===== src/rtl/uart_pkg.sv =====
`default_nettype none
// ============================================================================
// uart_pkg : shared UART types and constants (optional UART_TX_PARITY_EN)
// Rev 1.0
// ============================================================================
package uart_pkg;

  localparam int UART_DATA_W          = 8;
  localparam int STOP_BITS            = 1;
  localparam int CLKS_PER_BIT_DEFAULT = 868;

  typedef enum logic [2:0] {
    IDLE   = 3'd0,
    FETCH  = 3'd1,
    START  = 3'd2,
    DATA   = 3'd3,
`ifdef UART_TX_PARITY_EN
    PARITY = 3'd4,
`endif
    STOP   = 3'd5
  } tx_state_t;

endpackage
`default_nettype wire


===== src/rtl/uart_baud_cnt.sv =====
`default_nettype none
// ============================================================================
// uart_baud_cnt : bit-period counter, tick on the last cycle of each period
// Rev 1.0
// ============================================================================
module uart_baud_cnt
  import uart_pkg::*;
#(
  parameter int CLKS_PER_BIT = CLKS_PER_BIT_DEFAULT
) (
  input  logic clk,
  input  logic rst,
  input  logic clr,
  output logic tick,
  output logic pre_tick
);

  localparam int CNT_W = (CLKS_PER_BIT > 1) ? $clog2(CLKS_PER_BIT) : 1;
  localparam logic [CNT_W-1:0] C_LAST = CNT_W'(CLKS_PER_BIT - 1);
  localparam logic [CNT_W-1:0] C_PRE  = CNT_W'(CLKS_PER_BIT - 2);

  logic [CNT_W-1:0] cnt_q, cnt_d;

  // Saturates at the last count; only clr restarts a period.
  always_comb begin
    cnt_d = cnt_q;
    if (clr) begin
      cnt_d = '0;
    end else if (cnt_q != C_LAST) begin
      cnt_d = cnt_q + CNT_W'(1);
    end
  end

  always_ff @(posedge clk) begin
    if (rst) begin
      cnt_q <= '0;
    end else begin
      cnt_q <= cnt_d;
    end
  end

  assign tick     = (cnt_q == C_LAST);
  assign pre_tick = (cnt_q == C_PRE);

endmodule
`default_nettype wire


===== src/rtl/uart_tx_ctrl.sv =====
`default_nettype none
// ============================================================================
// uart_tx_ctrl : FIFO-fed 8N1 UART transmitter (even parity with UART_TX_PARITY_EN)
// Rev 1.0
// ============================================================================
module uart_tx_ctrl
  import uart_pkg::*;
#(
  parameter int CLKS_PER_BIT = CLKS_PER_BIT_DEFAULT,
  parameter int RD_LATENCY   = 2
) (
  input  logic                   clk,
  input  logic                   rst,
  input  logic                   fifo_empty,
  input  logic [UART_DATA_W-1:0] fifo_data,
  output logic                   fifo_rd_en,
  output logic                   tx,
  output logic                   busy,
  output logic                   tx_done
);

  localparam int IDX_W = $clog2(UART_DATA_W);
  localparam int LAT_W = (RD_LATENCY > 0) ? $clog2(RD_LATENCY + 1) : 1;
  localparam logic [IDX_W-1:0] C_IDX_LAST = IDX_W'(UART_DATA_W - 1);
  localparam logic [LAT_W-1:0] C_LAT_LAST = LAT_W'(RD_LATENCY);

  if (CLKS_PER_BIT < 2) begin : g_bad_clks_per_bit
    $error("uart_tx_ctrl: CLKS_PER_BIT must be >= 2");
  end
  if (RD_LATENCY < 1) begin : g_bad_rd_latency
    $error("uart_tx_ctrl: RD_LATENCY must be >= 1");
  end
  if (STOP_BITS != 1) begin : g_bad_stop_bits
    $error("uart_tx_ctrl: only one stop bit is supported");
  end

  tx_state_t              state_q, state_d;
  logic [UART_DATA_W-1:0] shift_q, shift_d;
  logic [IDX_W-1:0]       bit_idx_q, bit_idx_d;
  logic [LAT_W-1:0]       lat_q, lat_d;
  logic                   tx_q, tx_d;
  logic                   rd_en_q, rd_en_d;
  logic                   busy_q, busy_d;
  logic                   tx_done_q, tx_done_d;
`ifdef UART_TX_PARITY_EN
  logic                   parity_q, parity_d;
`endif

  logic w_baud_clr;
  logic w_baud_tick;
  logic w_baud_pre_tick;

  uart_baud_cnt #(
    .CLKS_PER_BIT (CLKS_PER_BIT)
  ) u_baud_cnt (
    .clk      (clk),
    .rst      (rst),
    .clr      (w_baud_clr),
    .tick     (w_baud_tick),
    .pre_tick (w_baud_pre_tick)
  );

  always_comb begin
    state_d   = state_q;
    shift_d   = shift_q;
    bit_idx_d = bit_idx_q;
    rd_en_d   = 1'b0;
    tx_done_d = 1'b0;
`ifdef UART_TX_PARITY_EN
    parity_d  = parity_q;
`endif

    case (state_q)
      IDLE: begin
        if (!fifo_empty) begin
          state_d = FETCH;
          rd_en_d = 1'b1;
        end
      end
      FETCH: begin
        // Data is valid RD_LATENCY cycles after the cycle the pulse is visible.
        if (lat_q == C_LAT_LAST) begin
          shift_d = fifo_data;
`ifdef UART_TX_PARITY_EN
          parity_d = ^fifo_data;
`endif
          state_d = START;
        end
      end
      START: begin
        if (w_baud_tick) begin
          state_d = DATA;
        end
      end
      DATA: begin
        if (w_baud_tick) begin
          shift_d   = shift_q >> 1;
          bit_idx_d = bit_idx_q + IDX_W'(1);
          if (bit_idx_q == C_IDX_LAST) begin
`ifdef UART_TX_PARITY_EN
            state_d = PARITY;
`else
            state_d = STOP;
`endif
          end
        end
      end
`ifdef UART_TX_PARITY_EN
      PARITY: begin
        if (w_baud_tick) begin
          state_d = STOP;
        end
      end
`endif
      STOP: begin
        // Registered pulse: armed one cycle early so it lands on the last stop cycle.
        tx_done_d = w_baud_pre_tick;
        if (w_baud_tick) begin
          state_d = IDLE;
        end
      end
      default: begin
        state_d = IDLE;
      end
    endcase

    lat_d      = ((state_q == FETCH) && (state_d == FETCH)) ? lat_q + LAT_W'(1) : '0;
    w_baud_clr = (state_d != state_q) || ((state_q == DATA) && w_baud_tick);
    busy_d     = (state_d != IDLE);

    tx_d = 1'b1;
    case (state_d)
      START:   tx_d = 1'b0;
      DATA:    tx_d = shift_d[0];
`ifdef UART_TX_PARITY_EN
      PARITY:  tx_d = parity_d;
`endif
      default: tx_d = 1'b1;
    endcase
  end

  always_ff @(posedge clk) begin
    if (rst) begin
      state_q   <= IDLE;
      shift_q   <= '0;
      bit_idx_q <= '0;
      lat_q     <= '0;
      tx_q      <= 1'b1;
      rd_en_q   <= 1'b0;
      busy_q    <= 1'b0;
      tx_done_q <= 1'b0;
`ifdef UART_TX_PARITY_EN
      parity_q  <= 1'b0;
`endif
    end else begin
      state_q   <= state_d;
      shift_q   <= shift_d;
      bit_idx_q <= bit_idx_d;
      lat_q     <= lat_d;
      tx_q      <= tx_d;
      rd_en_q   <= rd_en_d;
      busy_q    <= busy_d;
      tx_done_q <= tx_done_d;
`ifdef UART_TX_PARITY_EN
      parity_q  <= parity_d;
`endif
    end
  end

  assign fifo_rd_en = rd_en_q;
  assign tx         = tx_q;
  assign busy       = busy_q;
  assign tx_done    = tx_done_q;

endmodule
`default_nettype wire

===== config.mk =====
export PLATFORM = sky130hd
export DESIGN_NAME = uart_tx_ctrl
export DESIGN_NICKNAME = d
export VERILOG_FILES = /design/src/rtl/uart_pkg.sv /design/src/rtl/uart_baud_cnt.sv /design/src/rtl/uart_tx_ctrl.sv
export SDC_FILE = /design/constraint.sdc
export NUM_CORES = 1
export LEC_CHECK = 0
export ABC_CLOCK_PERIOD_IN_PS = 4900
export CORE_AREA = 2 2 74 76
export CTS_CLUSTER_SIZE = 28
export DETAILED_ROUTE_END_ITERATION = 6
export DIE_AREA = 0 0 76 78
export PLACE_DENSITY_LB_ADDON = 0.12
export RECOVER_POWER = 25
export SKIP_CTS_REPAIR_TIMING = 1
export SYNTH_ARGS = -nofsm -noshare
export SYNTH_HDL_FRONTEND = slang
export SYNTH_SLANG_ARGS = --single-unit

===== constraint.sdc =====
create_clock -name clk -period 4.9 [get_ports clk]
set_input_delay 0.735 -clock clk [delete_from_list [all_inputs] [get_ports clk]]
set_output_delay 0.735 -clock clk [all_outputs]
set_load 0.03 [all_outputs]

==> summary.md, run 1 <==
| Metric | Value |
|---|---|
| Status | complete, no violations |
| Vias in the first global route | 1039 |
| Area Growth Syn to Fin | 19.8% |
| TritonCTS clock tree | yes |
| Final min period | 2.35 ns |
| Leak | 0.603 nW |
| RSZ-0062 raised after global routing | false |
| Remaining global-route overflow | 0 |
| Final hold violations | 0 |
| Fmax | 425 MHz |
| Die ar. | 5930 um^2 |
| First-pass GRT wire length | 4660 um |
| Drt pass-1 iters | 6 |
| Initial core utilization | 26.7% |
| WS Path Type | flip-flop to flip-flop |
| Routed vias | 1052 |
| Port Buffers | 14 |
| Required @ worst endpoint | 5.04 ns |
| Largest net degree at the start of global routing | 18 |
| Setup Viol. Count Final | 0 |
| Die W | 76 um |
| Routed wl met2 | 1270 um |
| Share of cells above drive strength 1 | 10.0% |
| Synthesized instance count | 145 |
| Crit path largest cell delay | 0.63 ns |
| Top cells by area, synth | dfxtp_1, nor2_1, ha_1, a21oi_1, a22oi_1 |
| Syn Nets | 161 |
| Highest metal used | met4 |
| Reg area | 601 um^2 |
| Critical path cell sequence | or4b_4 -> nor3_1 -> nor3_1 -> a211oi_1 -> o21ai_0 |
| Setup TNS | 0 ns |
| Slew @ Worst Pin | 0.787 ns |
| RD Place Congestion | 0.714 |
| Max_cap viols | 0 |
| Pwr dens | 302 nW/um^2 |
| Per-cell routed wire length | 11.5 um |
| CORE AREA | 5040 um^2 |
| Slew headroom | 47.1% |
| # IOs | 15 |
| Via density | 4.57 |
| Clock-pin slew on the worst setup and hold paths | 0.07 ns |
| Worst Setup Start Kind | flip-flop |
| Fin util | 32.0% |
| Final period utilization | 48.0% |
| Most common cell after layout, fill and taps aside | dfxtp_1 |
| Final net count | 175 |
| Fin. max-slew vios | 0 |
| Setup crit end kind | flip-flop |
| M1 wire length | 1230 um |
| H-tree depth | 2 |
| CP arrival | 2.49 ns |
| CP max stage cell | nor3_1 |
| # clock sinks | 30 |
| Maximum VDD drop | 0.000113 V |
| Fillers | 541 |
| Row cnt | 26 |
| Largest fanout on the critical path | 6 |
| Total power draw | 0.000487 W |
| Syn_area_per_cell | 9.28 um^2 |
| GRT Total Usage | 9.98% |
| Root Buffer | clkbuf_8 |
| CP dominant cell by count | nor3_1 |
| Initial antenna violation count | 0 |
| Sequential element share of the synthesized area | 44.7% |
| Setup WS post-layout | 2.55 ns |
| Netlist cell types | 36 |
| Worst skew pair latency | 0.27 ns |
| Final wirelength | 2650 um |
| Detail Route Antenna Nets | 0 |
| DR iter-0 viols | 36 |
| Footprint of the multi-input gates | 673 um^2 |
| Clock Skew | 0.00471 ns |
| Pre-CTS setup slack | 2.61 ns |
| Yosys top cell by area | dfxtp_1 |
| Cell area after synthesis | 1350 um^2 |
| Met3 routed WL | 116 um |
| Worst min-delay path category | flip-flop to flip-flop |
| Final Instance Area | 1610 um^2 |
| Max Buffers Root-to-Sink | 2 |
| #FFs+latches synth | 30 |
| Die extent in y | 78 um |
| Commonest cells after routing, fill and taps aside | dfxtp_1, nor2_1, clkdlybuf4s50_1 |
| Top-area cell type share of the netlist area | 44.7% |
| Antenna Cells | 0 |
| HPWL after DPL | 1940 um |
| Synth warn | 0 |
| DP Area | 1540 um^2 |
| Total CTS buffers | 5 |
| DRC violations left | 0 |
-- worst paths after layout --
| check | from | endpoint | slack, ns | cells past startpoint |
|---|---|---|---|---|
| setup / recovery | u_baud_cnt.cnt_q[7] | busy | 2.55 | 5 |
| hold / removal | lat_q[0] | lat_q[0] | 0.42 | 1 |
| setup reg to reg | u_baud_cnt.cnt_q[7] | busy | 2.55 | 5 |
| hold reg to reg | lat_q[0] | lat_q[0] | 0.42 | 1 |
-- cell families (layout without fill, tap and decap cells) --
kind of cell / count (synthesis) / after routing / synth area share, %
DFF: 30 / 30 / 44.7
muxes: 3 / 3 / 2.33
xor gates and xnor gates: 9 / 9 / 5.86
and+or+nand+nor: 62 / 62 / 26.3
buffers and inverters: 11 / 26 / 3.72
adders and majority gates: 5 / 5 / 4.65
AOI/OAI and AO/OA: 25 / 25 / 12.5
-- synth_stat cells --
cell type	n
nand3b_1	1
nor4_4	1
a211oi_1	1
or2_2	2
nor3_1	3
a211o_1	2
or4b_4	1
o21ai_1	2
mux2_2	1
a22oi_1	6
a21oi_1	9
nor2b_1	1
buf_2	1
nand2_1	8
ha_1	5
nor2_1	18
a31oi_1	1
a222oi_1	1
xnor2_1	5
buf_4	2
nor4_1	5
xor2_1	4
o21ai_0	1
nor2_2	2
o21ai_2	1
nor3_4	1
or3_4	1
nor3b_1	3
clkbuf_1	4
and3_1	5
nand3_1	6
dfxtp_1	30
nand2b_1	4
mux2i_1	2
inv_1	4
a211oi_2	1
-- registers in the layout, summed over array words and instances, names as in the netlist --
signal            count
u_baud_cnt.cnt_q     10
lat_q                 2
fifo_rd_en            1
state_q               3
shift_q               8
tx_done               1
tx                    1
busy                  1
bit_idx_q             3
-- stage by stage --
stage	hold slack (ns)	instances
global route	0.432	230
finish	0.417	230
global placement	0.413	222
CTS	0.423	230
detailed placement	0.414	222
floorplan	0.398	145
-- per-layer routing --
| metal | up-vias | GRT usage, % |
|---|---|---|
| met2 | 16 | 17.0 |
| met4 | 0 | 5.09 |
| li1 | 535 | - |
| met1 | 497 | 11.0 |
| met5 | - | 0 |
| met3 | 4 | 3.60 |
-- layout make-up --
cell class / count / area share, %
Timing Repair Buffer: 14 / 8.70
Tap cell: 70 / 5.43
Multi-Input combinational cell: 104 / 41.8
Inverter: 4 / 0.932
Clock buffer: 6 / 5.12
Clock inverter: 2 / 0.776
Sequential cell: 30 / 37.3
-- worst max-delay path: cells and delay by family, from the launching register on --
kind	cells	cell delay, ns
and+or+nand+nor	3	1.31
AOI/OAI and AO/OA	2	0.58
DFF	1	0.34
-- power by group --
part | switching (W) | internal, W
combinational | 0.0000153 | 0.0000148
clock | 0.0000910 | 0.000113
sequential | 0.00000463 | 0.000248
total | 0.000111 | 0.000376
Note: power is estimated with default switching activity, not from simulation.
==> inputs of run 2 (changes only) <==
--- a/config.mk
+++ b/config.mk
@@ -5,7 +5,7 @@
 export SDC_FILE = /design/constraint.sdc
 export NUM_CORES = 1
 export LEC_CHECK = 0
-export ABC_CLOCK_PERIOD_IN_PS = 4900
+export ABC_CLOCK_PERIOD_IN_PS = 1960
 export CORE_AREA = 2 2 74 76
 export CTS_CLUSTER_SIZE = 28
 export DETAILED_ROUTE_END_ITERATION = 6
==> constraint.sdc (replaced) <==
create_clock -name clk -period 1.96 [get_ports clk]
set_input_delay 0.294 -clock clk [delete_from_list [all_inputs] [get_ports clk]]
set_output_delay 0.294 -clock clk [all_outputs]
set_load 0.03 [all_outputs]
==> run 2 against run 1 <==
Die area unchanged. Total power increased by 140%. Worst hold slack improved by 0.0053 ns. Clock power increased by 130%. Worst setup slack got worse by 2.5 ns. Clock skew increased by 0.0046 ns. Routed wire length increased by 6.3%. Sequential share of layout area decreased by 1.3 points.
==> summary.md, run 2 (synthesized netlist as in run 1, its figures left out) <==
| Metric | Value |
|---|---|
| Status | complete, no violations (unchanged) |
| Clock-pin slew on the worst setup and hold paths | 0.07 ns (about the same) |
| Final net count | 182 (was 175) |
| DP Area | 1590 um^2 (was 1540 um^2) |
| Area Growth Syn to Fin | 24.2% (was 19.8%) |
| Worst Setup Start Kind | flip-flop (unchanged) |
| H-tree depth | 2 (unchanged) |
| # IOs | 15 (unchanged) |
| Worst min-delay path category | flip-flop to flip-flop (unchanged) |
| Slew headroom | 74.5% (was 47.1%) |
| WS Path Type | flip-flop to flip-flop (unchanged) |
| Total power draw | 0.00118 W (was 0.000487 W) |
| Fmax | 536 MHz (was 425 MHz) |
| Die ar. | 5930 um^2 (unchanged) |
| Fin. max-slew vios | 0 (unchanged) |
| Clock Skew | 0.00936 ns (was 0.00471 ns) |
| Initial core utilization | 26.7% (unchanged) |
| Final Instance Area | 1670 um^2 (was 1610 um^2) |
| Via density | 4.53 (was 4.57) |
| DR iter-0 viols | 49 (was 36) |
| RD Place Congestion | 0.715 (was 0.714) |
| Setup Viol. Count Final | 0 (unchanged) |
| Setup crit end kind | flip-flop (unchanged) |
| CORE AREA | 5040 um^2 (unchanged) |
| Pre-CTS setup slack | 0.0270 ns (was 2.61 ns) |
| Row cnt | 26 (unchanged) |
| HPWL after DPL | 2100 um (was 1940 um) |
| Critical path cell sequence | or4b_4 -> or3_4 -> o21ai_0 -> o21ai_1 (was or4b_4 -> nor3_1 -> nor3_1 -> a211oi_1 -> o21ai_0) |
| Vias in the first global route | 1076 (was 1039) |
| RSZ-0062 raised after global routing | false (unchanged) |
| Setup WS post-layout | 0.0956 ns (was 2.55 ns) |
| Pwr dens | 706 nW/um^2 (was 302 nW/um^2) |
| Max Buffers Root-to-Sink | 2 (unchanged) |
| Final period utilization | 95.1% (was 48.0%) |
| Largest net degree at the start of global routing | 15 (was 18) |
| Final wirelength | 2820 um (was 2650 um) |
| Worst skew pair latency | 0.28 ns (was 0.27 ns) |
| Biggest register | u_baud_cnt.cnt_q (unchanged) |
| Die W | 76 um (unchanged) |
| Die extent in y | 78 um (unchanged) |
| DRC violations left | 0 (unchanged) |
| Max_cap viols | 0 (unchanged) |
| GRT Total Usage | 10.5% (was 9.98%) |
| # clock sinks | 30 (unchanged) |
| R2r setup slk | 0.1 ns (was 2.55 ns) |
| Antenna Cells | 0 (unchanged) |
| Commonest cells after routing, fill and taps aside | dfxtp_1, nor2_1, a21oi_1, clkdlybuf4s50_1, nand2_1 (was dfxtp_1, nor2_1, clkdlybuf4s50_1) |
| Maximum VDD drop | 0.000210 V (was 0.000113 V) |
| Routed vias | 1068 (was 1052) |
| Max reg flops | 10 (unchanged) |
| TritonCTS clock tree | yes (unchanged) |
| CP max stage cell | or4b_4 (was nor3_1) |
| Largest fanout on the critical path | 4 (was 6) |
| Port Buffers | 14 (unchanged) |
| Final hold violations | 0 (unchanged) |
| Initial antenna violation count | 0 (unchanged) |
| Required @ worst endpoint | 2.11 ns (was 5.04 ns) |
| Leak | 0.653 nW (was 0.603 nW) |
| Per-cell routed wire length | 11.9 um (was 11.5 um) |
| Crit path largest cell delay | 0.59 ns (was 0.63 ns) |
| Share of cells above drive strength 1 | 15.7% (was 10.0%) |
| Largest registers | u_baud_cnt.cnt_q (10), shift_q (8) (unchanged) |
| First-pass GRT wire length | 4890 um (was 4660 um) |
| Drt pass-1 iters | 4 (was 6) |
| Slew @ Worst Pin | 0.383 ns (was 0.787 ns) |
| Detail Route Antenna Nets | 0 (unchanged) |
| Fillers | 522 (was 541) |
| Most common cell after layout, fill and taps aside | dfxtp_1 (unchanged) |
| Remaining global-route overflow | 0 (unchanged) |
| Root Buffer | clkbuf_8 (unchanged) |
| Total CTS buffers | 5 (unchanged) |
| Final min period | 1.86 ns (was 2.35 ns) |
| Setup TNS | 0 ns (unchanged) |
| Fin util | 33.1% (was 32.0%) |
| CP arrival | 2.02 ns (was 2.49 ns) |
[run 2: final cells by class]
class	instances	area, um^2	area share, %
Multi-Input combinational cell	104	696	41.6
Sequential cell	30	601	36.0
Timing Repair Buffer	21	193	11.5
Tap cell	70	87.6	5.24
Clock buffer	5	68.8	4.12
Inverter	4	15.0	0.899
Clock inverter	2	10.0	0.599
[run 2: worst paths after layout]
check                       from       end  cells past startpoint
max          u_baud_cnt.cnt_q[7]      busy                      4
min                     lat_q[0]  lat_q[0]                      1
max reg2reg  u_baud_cnt.cnt_q[7]      busy                      4
min reg2reg             lat_q[0]  lat_q[0]                      1
[run 2: worst max-delay path: cells and delay by family (launching register included)]
| kind | cells | cell delay, ns |
|---|---|---|
| AOI/OAI and AO/OA | 2 | 0.44 |
| DFF | 1 | 0.34 |
| and+or+nand+nor | 2 | 0.96 |
[run 2: report_power, final]
group / leakage [nW] / internal, W / total (W) / switching (W)
registers: 0.243 / 0.000621 / 0.000632 / 0.0000108
logic: 0.367 / 0.0000411 / 0.0000830 / 0.0000419
clock network: 0.0438 / 0.000238 / 0.000465 / 0.000227
[run 2: metrics by stage]
step           hold slack [ns]  cells
2_1_floorplan            0.371    145
3_3_place_gp             0.412    229
3_5_place_dp             0.416    229
4_1_cts                  0.425    236
5_1_grt                  0.435    236
6_report                 0.423    236
[run 2: layer usage]
metal | share of wire [%] | global-route usage, % | up-vias
li1 | - | - | 549
met1 | 47 | 12.3 | 498
met2 | 48 | 17.0 | 14
met3 | 3.8 | 3.72 | 7
met4 | 1.8 | 5.27 | 0
met5 | 0 | 0 | -
